<file path="src/rtl/systolic_sequencer.sv">
// Systolic array sequencer: shifts buffered weights into the array, then
// streams a batch of activation reads and waits for the array to drain.
// Optional feature: define SYSTOLIC_SEQ_PERF_EN to add the perf_cycles
// output, which counts FEED+DRAIN+DONE cycles of the most recent run.
module systolic_sequencer (
   input  logic        clk,
   input  logic        resetn,
   input  logic        weight_transfer,
   input  logic        systolic_start,
   input  logic [4:0]  last_row,
   input  logic [4:0]  last_col,
   input  logic [10:0] activations_addr_start,
   input  logic [5:0]  batch,
   output logic        weight_shift,
   output logic        act_rd_en,
   output logic [10:0] act_rd_addr,
   output logic [31:0] row_mask,
   output logic [31:0] col_mask,
   output logic        busy,
   output logic        done
`ifdef SYSTOLIC_SEQ_PERF_EN
   ,
   output logic [31:0] perf_cycles
`endif
);

   typedef enum logic [2:0] {IDLE, LOAD_W, FEED, DRAIN, DONE} state_t;

   state_t      state_reg, state_next;
   logic [5:0]  cnt_reg;
   logic        pending_reg;
   logic [4:0]  lr_reg, lc_reg;
   logic [10:0] addr_reg;
   logic [31:0] row_mask_reg, col_mask_reg;
   logic [31:0] row_mask_in, col_mask_in;
   logic [5:0]  drain_in, drain_reg;
   logic        wload, launch;

   // Thermometer masks from the live config inputs, captured only on latch.
   genvar gi;
   generate
      for (gi = 0; gi < 32; gi++) begin : g_mask
         assign row_mask_in[gi] = (5'(gi) <= last_row);
         assign col_mask_in[gi] = (5'(gi) <= last_col);
      end
   endgenerate

   // Drain length minus one, for a run launched now or one already latched.
   assign drain_in  = {1'b0, last_row} + {1'b0, last_col} + 6'd1;
   assign drain_reg = {1'b0, lr_reg} + {1'b0, lc_reg} + 6'd1;

   // Next-state logic; requests are only honoured from IDLE or via pending.
   always_comb begin
      state_next = state_reg;
      wload      = 1'b0;
      launch     = 1'b0;
      case (state_reg)
         IDLE: begin
            if (weight_transfer) begin
               wload      = 1'b1;
               state_next = LOAD_W;
            end else if (systolic_start) begin
               launch     = 1'b1;
               state_next = (batch == 6'd0) ? DRAIN : FEED;
            end
         end
         LOAD_W: begin
            if (cnt_reg == 6'd0) begin
               if (pending_reg) begin
                  launch     = 1'b1;
                  state_next = (batch == 6'd0) ? DRAIN : FEED;
               end else begin
                  state_next = IDLE;
               end
            end
         end
         FEED:    if (cnt_reg == 6'd0) state_next = DRAIN;
         DRAIN:   if (cnt_reg == 6'd0) state_next = DONE;
         DONE:    state_next = IDLE;
         default: state_next = IDLE;
      endcase
   end

   // State, phase counter, latched config and read address.
   always_ff @(posedge clk) begin
      if (resetn) begin
         state_reg    <= IDLE;
         cnt_reg      <= '0;
         pending_reg  <= 1'b0;
         lr_reg       <= '0;
         lc_reg       <= '0;
         addr_reg     <= '0;
         row_mask_reg <= '0;
         col_mask_reg <= '0;
      end else begin
         state_reg <= state_next;
         if (wload) begin
            cnt_reg      <= {1'b0, last_row};
            lr_reg       <= last_row;
            row_mask_reg <= row_mask_in;
            pending_reg  <= systolic_start;
         end else if (launch) begin
            pending_reg  <= 1'b0;
            lr_reg       <= last_row;
            lc_reg       <= last_col;
            row_mask_reg <= row_mask_in;
            col_mask_reg <= col_mask_in;
            if (batch != 6'd0) begin
               addr_reg <= activations_addr_start;
               cnt_reg  <= batch - 6'd1;
            end else begin
               cnt_reg  <= drain_in;
            end
         end else begin
            case (state_reg)
               FEED: begin
                  if (cnt_reg == 6'd0) begin
                     cnt_reg <= drain_reg;
                  end else begin
                     cnt_reg  <= cnt_reg - 6'd1;
                     addr_reg <= addr_reg + 11'd1;
                  end
               end
               LOAD_W, DRAIN: if (cnt_reg != 6'd0) cnt_reg <= cnt_reg - 6'd1;
               default: ;
            endcase
         end
      end
   end

`ifdef SYSTOLIC_SEQ_PERF_EN
   logic [31:0] perf_reg;

   // Count run cycles from launch until DONE, saturating; hold while idle.
   always_ff @(posedge clk) begin
      if (resetn) begin
         perf_reg <= '0;
      end else if (launch) begin
         perf_reg <= '0;
      end else if ((state_reg == FEED || state_reg == DRAIN || state_reg == DONE) &&
                   perf_reg != 32'hFFFF_FFFF) begin
         perf_reg <= perf_reg + 32'd1;
      end
   end

   assign perf_cycles = perf_reg;
`endif

   assign weight_shift = (state_reg == LOAD_W);
   assign act_rd_en    = (state_reg == FEED);
   assign act_rd_addr  = addr_reg;
   assign row_mask     = row_mask_reg;
   assign col_mask     = col_mask_reg;
   assign busy         = (state_reg != IDLE);
   assign done         = (state_reg == DONE);

endmodule

</file>
<file path="config.mk">
export PLATFORM = sky130hd
export DESIGN_NAME = systolic_sequencer
export DESIGN_NICKNAME = d
export VERILOG_FILES = /design/src/rtl/systolic_sequencer.sv
export SDC_FILE = /design/constraint.sdc
export NUM_CORES = 1
export LEC_CHECK = 0
export CORE_ASPECT_RATIO = 0.8
export CORE_MARGIN = 5
export CORE_UTILIZATION = 40
export CTS_CLUSTER_DIAMETER = 100
export DETAILED_ROUTE_END_ITERATION = 8
export PLACE_DENSITY = 0.66
export SETUP_SLACK_MARGIN = 0.5
export SYNTH_ARGS = -nofsm -noshare
export SYNTH_HDL_FRONTEND = slang
export SYNTH_SLANG_ARGS = --single-unit
</file>
<file path="constraint.sdc">
create_clock -name clk -period 2.8 [get_ports clk]
set_clock_uncertainty 0.1 [all_clocks]
set_input_delay 0.56 -clock clk [delete_from_list [all_inputs] [get_ports clk]]
set_output_delay 0.56 -clock clk [all_outputs]
set_load 0.01 [all_outputs]
</file>
; Word-level counts from Yosys, hierarchy flattened
; Cells that the tools add are included.
[totals]
register_bits = 95
input_bits = 31
output_inout_bits = 79
word_cells = 141
[op_classes]
n_addsub = 7
magnitude_cmp = 64
eq_ne = 12
muxes = 31
n_bitwise = 1
n_reduce_logical = 17
[ops]
columns = cell, n
row1 = "5-bit <= comparator, first input constant", 32
row2 = "4-bit by 5-bit <= comparator with 1-bit output, first input constant", 16
row3 = 32-bit two-way mux, 2
row4 = 11-bit two-way mux, 4
row5 = "3-bit by 5-bit <= comparator with 1-bit output, first input constant", 8
row6 = 6-bit two-way mux, 4
row7 = "1-bit by 5-bit <= comparator with 1-bit output, first input constant", 4
row8 = "2-bit by 5-bit <= comparator with 1-bit output, first input constant", 4
row9 = 3-bit two-way mux, 5
row10 = 5-bit two-way mux, 3
row11 = 5-bit by 5-bit adder with 6-bit output, 2
row12 = "6-bit by 1-bit adder with 6-bit output, second input constant", 2
row13 = 6-bit logical NOT, 2
row14 = 3-bit case mux with 4 select lines, 1
row15 = 6-bit case mux with 2 select lines, 1
row16 = 6-bit nonzero test, 2
row17 = "6-bit by 1-bit subtractor with 6-bit output, second input constant", 2
row18 = "11-bit by 1-bit adder with 11-bit output, second input constant", 1
row19 = 1-bit two-way mux, 9
row20 = 4-bit AND reduction, 2
row21 = "3-bit by 2-bit == test with 1-bit output, second input constant", 2
row22 = "2-bit by 1-bit != test with 1-bit output, second input constant", 3
row23 = "3-bit != test, second input constant", 2
row24 = 2-bit AND reduction, 3
row25 = other kinds (12), 16

; Longest topological paths before layout
; Gate-level depths: netlist (run 1).
[logic_depth]
depth_word = 6
depth_mapped = 10
mapped_depth_nobuf = 10

; Worst setup path before layout (run 1)
; No wires, ideal clock.
[synth_path]
path_type = input to register
startpoint = in last_row[1]
endpoint = reg cnt_reg[4]
setup_ps = 91
t_arrival_ps = 2159
required_time_ps = 2609
setup_slack_ps = 450
path_stages = 8
path_buffers = 1
path_cell_list = clkbuf_1 -> inv_1 -> fa_1 -> inv_1 -> a21o_1 -> a21oi_1 -> a2111o_1 -> a311oi_1
[synth_between]
elab_chain_cells = 5
[synth_lines]
columns = item, line_no
row1 = "start, declared", 10  ; input logic [4:0] last_row,
row2 = 5-bit by 5-bit adder with 6-bit output, 49  ; assign drain_in = {1'b0, last_row} + {1'b0, last_col} + 6'd1;
row3 = 6-bit by 1-bit adder with 6-bit output, 49
row4 = 6-bit two-way mux, 108  ; if (batch != 6'd0) begin
row5 = 6-bit two-way mux, 102  ; end else if (launch) begin
row6 = 5-bit two-way mux, 97  ; if (wload) begin
row7 = "end signal, assigned", 98  ; cnt_reg <= {1'b0, last_row};
row8 = "end signal, assigned", 110  ; cnt_reg <= batch - 6'd1;
row9 = "end signal, assigned", 112  ; cnt_reg <= drain_in;
row10 = "end, declared", 30  ; logic [5:0] cnt_reg;
; No other way between the ends.
; A chain may end at the register's enable or synchronous reset.

; Worst setup path after layout (run 1)
[layout_path]
startpoint = reg lr_reg[0]
endpoint = reg cnt_reg[4]
[layout_between]
elab_chain_cells = 6
[layout_lines]
columns = item, line_no
row1 = "start, declared", 32  ; logic [4:0] lr_reg, lc_reg;
row2 = "start signal, assigned", 99  ; lr_reg <= last_row;
row3 = "start signal, assigned", 104  ; lr_reg <= last_row;
row4 = 5-bit by 5-bit adder with 6-bit output, 50  ; assign drain_reg = {1'b0, lr_reg} + {1'b0, lc_reg} + 6'd1;
row5 = 6-bit by 1-bit adder with 6-bit output, 50
row6 = 6-bit two-way mux, 117  ; if (cnt_reg == 6'd0) begin
row7 = 6-bit case mux with 2 select lines, 115  ; case (state_reg)
row8 = 6-bit two-way mux, 102
row9 = 5-bit two-way mux, 97
row10 = "end signal, assigned", 98
row11 = "end signal, assigned", 118  ; cnt_reg <= drain_reg;
row12 = "end signal, assigned", 120  ; cnt_reg <= cnt_reg - 6'd1;
; No other way between the ends.

==> results of run 1 <==
metal layers:
metal / vias up / track usage [%] / part of all wire [%]
met1: 2246 / 26.81 / 47
met4: 0 / 4.258 / 0.98
li1: 2317 / - / -
met3: 11 / 4.486 / 5.2
met2: 132 / 31.54 / 47
met5: - / 0 / 0
cell type report:
| class | instances | area, um^2 |
|---|---|---|
| Clock buffer | 14 | 274.0 |
| Clock inverter | 2 | 13.76 |
| Fill cell | 1081 | 4972 |
| Inverter | 21 | 78.83 |
| Multi-Input combinational cell | 427 | 2713 |
| Sequential cell | 95 | 1907 |
| Tap cell | 148 | 185.2 |
| Timing Repair Buffer | 140 | 1418 |
power by group through the flow:
stage	Sequential, mW	Combinational (mW)	Clock [mW]
after floorplan	1.93	1.25	0
after global placement	1.87	2.16	0
after detailed placement	1.88	2.20	0
after global routing	1.91	2.61	1.28
final	1.88	2.41	1.19
after CTS	1.87	2.29	1.21
cells by family after synthesis:
| kind of cell | after synthesis |
|---|---|
| flip-flops | 95 |
| AO/OA/AOI/OAI | 171 |
| multiplexers | 4 |
| AND/OR/NAND/NOR | 227 |
| XOR/XNOR | 10 |
| adder cells (fa/ha/maj) | 15 |
| buffers and inverters | 68 |
placed cells by master (no fill, tap or decap), types with 3 or more instances in the layout:
| cell type | Yosys | layout |
|---|---|---|
| buf_4 | 7 | 21 |
| and2_1 | 3 | 3 |
| buf_6 | 0 | 3 |
| or3_1 | 8 | 8 |
| inv_1 | 19 | 16 |
| dlygate4sd2_1 | 0 | 6 |
| a2bb2oi_1 | 3 | 3 |
| a21o_1 | 4 | 4 |
| a211oi_1 | 16 | 15 |
| o211ai_1 | 6 | 6 |
| nand3b_1 | 3 | 3 |
| xor2_1 | 5 | 4 |
| a31oi_1 | 3 | 3 |
| nand4_1 | 3 | 3 |
| nand2_1 | 60 | 60 |
| nand3_1 | 12 | 12 |
| inv_2 | 2 | 5 |
| dfxtp_1 | 95 | 91 |
| a21oi_1 | 71 | 69 |
| ha_1 | 13 | 9 |
| and3_1 | 4 | 3 |
| a211o_1 | 3 | 3 |
| mux2i_1 | 4 | 4 |
| clkbuf_8 | 0 | 3 |
| o21ai_0 | 19 | 19 |
| a311oi_1 | 18 | 18 |
| xnor2_1 | 5 | 5 |
| clkbuf_16 | 0 | 9 |
| dfxtp_2 | 0 | 4 |
| buf_12 | 0 | 5 |
| nor2_1 | 79 | 78 |
| nor3_1 | 29 | 28 |
| clkdlybuf4s50_1 | 0 | 100 |
| ha_4 | 0 | 3 |
| nand2b_1 | 8 | 7 |
| a22oi_1 | 5 | 5 |
| nor3b_1 | 3 | 3 |
path summary, 6_finish.rpt:
path	from	to	slack [ns]
min	row_mask[26]	row_mask[26]	0.35
max	lr_reg[0]	cnt_reg[4]	0.47
max reg2reg	lr_reg[0]	cnt_reg[4]	0.47
min reg2reg	row_mask[26]	row_mask[26]	0.35
worst max-delay path, stage by stage, from the launching register on:
cell	delay, ns
dfxtp_1	0.31
inv_1	0.06
ha_1	0.16
inv_1	0.05
fa_1	0.40
a21o_1	0.22
a21oi_2	0.18
xor2_2	0.21
a31oi_1	0.12
o31ai_1	0.26
a311oi_1	0.13
through the flow:
step | util (%) | setup TNS (ns)
floorplan | - | 0
global placement | 52.52 | 0
detailed placement | 52.52 | -0.02157
CTS | 55.81 | 0
global route | 56.99 | 0
finish | 56.99 | 0
synthesized netlist by cell type (all sizes together) (3+ instances only):
cell and n:
or3 8, nand3 12, nor4 4, mux2i 4, o21ai 20, a311oi 18, nor2 80, buf 23
nor3b 3, a211o 4, a31oi 3, xor2 5, nand2 61, a21oi 72, nand4 3, o22ai 3
inv 21, nand2b 8, xnor2 5, o311ai 3, a22oi 5, ha 13, dfxtp 95, nand3b 3
clkbuf 24, a2bb2oi 4, and2 3, nor3 30, o211ai 6, a211oi 16, and3 4, a21o 4
timing repair:
item	in CTS	in global routing
pin swaps	9	8
buffers inserted	2	2
endpoints found under the setup margin	16	26
gates resized for setup	23	23
gates cloned	1	0
endpoints found under the hold margin	0	0
==> run metrics, run 1 <==
Avg Inst Size Synth a little over 8 um^2; pwr dens between 800 and 900 nW/um^2; synthesized net count 636; P&R area growth vs syn 38.47%; Inserted Clock Buffers 9; Distinct cells, synth 64; CTS tree done; largest net degree at the start of global routing between 90 and 100; hold_buf cts 0; layout cells sized above 1 between 10% and 20%; Routed Antenna Nets 0; PortBufs approximately 110; leading area contributor after synthesis dfxtp_1; CP Launch Type flip-flop; worst skew pair latency about 0.34 ns; Synth Area in Compound Gates 23.93%; critical path arrival 2.43 ns; DRC viols 0; wire length per cell 16.58 um; yosys warns 0; Peak Freq 429.7 MHz; Post-Synth Adder-Cell Area around 4.3%; critical path class flip-flop to flip-flop; drt initial violations around 350; Crit. End Element flip-flop; Finished Layout Cells 847; status finished clean; final number of max-transition violations 0; dpl hpwl 9843 um; internal power roughly 3.5 mW; Final Routed Wirelength between 10000 and 15000 um; post-route cell area 6589 um^2; Final Wtd Congestion 0.8827; maximum vdd drop 0.3752 mV; max-cap check violation count 0; Hold Path Cell Cnt 2; H-Tree Level Count 3; ANT cells 0; Slew @ Worst Pin 0.5781 ns; first-pass GRT wire length about 23000 um; Final Hold Viols 0; Net Sw Frac 36.40%; register area share after synthesis 39.97%; gr usage total 19.57%; largest family of logic cells by synthesized area compound AO/OA/AOI/OAI gates; TritonCTS sink count 95; Post-synth EDFFs 0; Final Power 5.471 mW; ys async rst share 0%; xor and xnor area share after synthesis 1.841%; RSZ-0062 raised after global routing yes; Syn Std Cell Area 4758 um^2; Slew HR 61.17%; Gate power share 44.0%; Clock power frac 21.7%; worst path required time ~2.9 ns; Worst Path Max Fanout 2; Vias/cell 5.556; #FFs+latches synth 95; die span in y 107.6 um; Final Setup Violations 0; Placed Instances 826; R2R cell count 10; dpl ws -0.02157 ns; post-synthesis simple-gate area fraction 22.88%; hold slack 0.3499 ns; IO Pins 110; Clock transition at path regs 0.06 ns; via count 4706; fin crit period 2.327 ns; antenna violations before repair 0; worst min path class flip-flop to flip-flop; placed inst area 6072 um^2; sw power around 2 mW; share of the synthesized area in the top cell type 39.97%; vias in the first global route approximately 4600; final worst slack between 0.4 and 0.5 ns; mux cell area share after synthesis less than 1%; initial core utilization approximately two fifths; static leakage 2.423 nW; Synth Instances 590; FP Rows 35; Final period util ~83%; CORE AREA 11560 um^2; full die area 14190 um^2; DR pass1 iterations 5; top cells by area, synth dfxtp_1, a21oi_1, nor2_1; nets@finish 740; Clock Path Buffers 2; Clock Tree Root clkbuf_16; chip width 131.9 um; GRT overflow 0; ys flop type dfxtp_1; Seq pwr share 34.3%
Power figures use the tool's default switching activity.
==> inputs of run 2 (changes only) <==
==> constraint.sdc (replaced) <==
create_clock -name clk -period 2.4 [get_ports clk]
set_clock_uncertainty 0.1 [all_clocks]
set_input_delay 0.48 -clock clk [delete_from_list [all_inputs] [get_ports clk]]
set_output_delay 0.48 -clock clk [all_outputs]
set_load 0.01 [all_outputs]
==> run metrics, run 2 (same netlist as run 1, synthesis figures left out) <==
Clock transition at path regs ~0.070 ns; CORE AREA 11560 um^2; Final Routed Wirelength 20720 um; max-cap check violation count 0; routing usage on met1 30.06%; critical path's top delay family compound AO/OA/AOI/OAI gates; GRT overflow 0; dpl ws -0.3883 ns; Worst Path Max Fanout 2; Crit. End Element flip-flop; first-pass GRT wire length 29040 um; wire length per cell between 20 and 25 um; Max stage delay cell, worst path fa_2; DRC viols 0; worst skew pair latency 0.36 ns; FP Rows 35; antenna violations before repair 0; static leakage 3.686 nW; worst min path class primary input to flip-flop; maximum vdd drop slightly below 0.5 mV; Clock Tree Root clkbuf_16; CP Launch Type flip-flop; fin crit period 2.344 ns; Routed Antenna Nets 0; critical path arrival 2.47 ns; dpl hpwl 9950 um; routing usage on met3 6.542%; Vias/cell 6.011; H-Tree Level Count 3; IO Pins 110; Clock Path Buffers 2; PortBufs 109; Final Setup Violations 0; gr usage total 24.92%; critical path class flip-flop to flip-flop; Final Hold Viols 0; worst path required time 2.52 ns; RSZ-0062 raised after global routing yes; drt initial violations 373; most common cell after layout, fill and taps aside dfxtp_1; ANT cells 0; status finished clean; GRT busiest layer met2; Slew @ Worst Pin 0.6745 ns; CP bufs+invs 2; via count 5674; pwr dens 1036 nW/um^2; die span in y 107.6 um; chip width 131.9 um; P&R area growth vs syn 92.56%; hold_buf cts 0; initial core utilization 41.16%; nets@finish ~840; Final Wtd Congestion 0.8536; full die area 14190 um^2; vias in the first global route 5658; CTS tree done; largest net degree at the start of global routing 64; most frequent cells in the layout dfxtp_1, clkdlybuf4s50_1, nor2_1, buf_4, a21oi_2; Inserted Clock Buffers 9; met2 Track Usage GR 42.75%; TritonCTS sink count 95; layout cells sized above 1 46.11%; Slew HR 54.68%; slowest stage delay, CP 0.36 ns; DR pass1 iterations 5; worst-path cell chain inv_2 -> ha_4 -> inv_2 -> fa_2 -> a21o_1 -> a21oi_2 -> xor2_1 -> a31oi_1 -> o31ai_2 -> a311oi_2; Top cell by count, worst path inv_2; Peak Freq 426.6 MHz; final number of max-transition violations 0; Final Power roughly 9.5 mW; final worst slack 0.05566 ns; Final period util 97.68%
==> run 2: cell types whose count changed in the layout (fill, tap and decap cells not counted), sizes merged <==
cell	change
dlymetal6s2s	+10
bufinv	+3
o22ai	+1
clkinvlp	+1
dlygate4sd2	+6
clkdlybuf4s50	-22
clkbuf	+3
clkinv	-1
buf	+95
clkdlybuf4s15	+1
==> run 2: worst paths after layout <==
path,startpoint,end,slack (ns),cells after the start
min reg2reg,col_mask[28],col_mask[28],0.38,2
max reg2reg,lc_reg[0],cnt_reg[4],0.06,10
min,resetn,pending_reg,0.32,2
max,lc_reg[0],cnt_reg[4],0.06,10
==> run 2: power breakdown <==
group / internal [mW] / total [mW] / switching [mW] / leakage (nW)
clock network: 1.02 / 1.69 / 0.664 / 0.160
logic: 3.01 / 5.55 / 2.54 / 2.74
registers: 1.91 / 2.26 / 0.347 / 0.784
total: 5.94 / 9.49 / 3.55 / 3.69
==> run 2: cell type report <==
cell class                 count  area [um^2]
tap                          148        185.2
clock inverter                 5        106.4
timing repair buffer         236         2887
clock buffer                  11        232.7
fill                         660         2399
inverter                      21        98.84
sequential                    95         1916
multi-input combinational    428         3737
==> run 2: repair_timing <==
action,CTS,global route
pin swaps,113,62
setup endpoints to repair,106,113
buffers inserted,41,18
resized for setup,212,154
gates cloned,21,4
==> run 2: layer usage <==
| metal | wire length (um) | part of all wire, % |
|---|---|---|
| met1 | 8310 | 40 |
| met5 | 0 | 0 |
| met4 | 582 | 2.8 |
| met2 | 10280 | 50 |
| met3 | 1545 | 7.5 |
==> run 2: per-stage QoR <==
stage	util [%]	std cells	TNS, ns	hold WS, ns	cell area (um^2)
2_1_floorplan	-	590	0	0.3319	4908
3_3_place_gp	54.82	844	-4.136	0.3400	6337
3_5_place_dp	54.82	844	-5.076	0.3434	6337
4_1_cts	72.01	922	0	0.3116	8325
5_1_grt	79.25	944	-0.002522	0.3215	9163
6_report	79.25	944	0	0.3244	9163
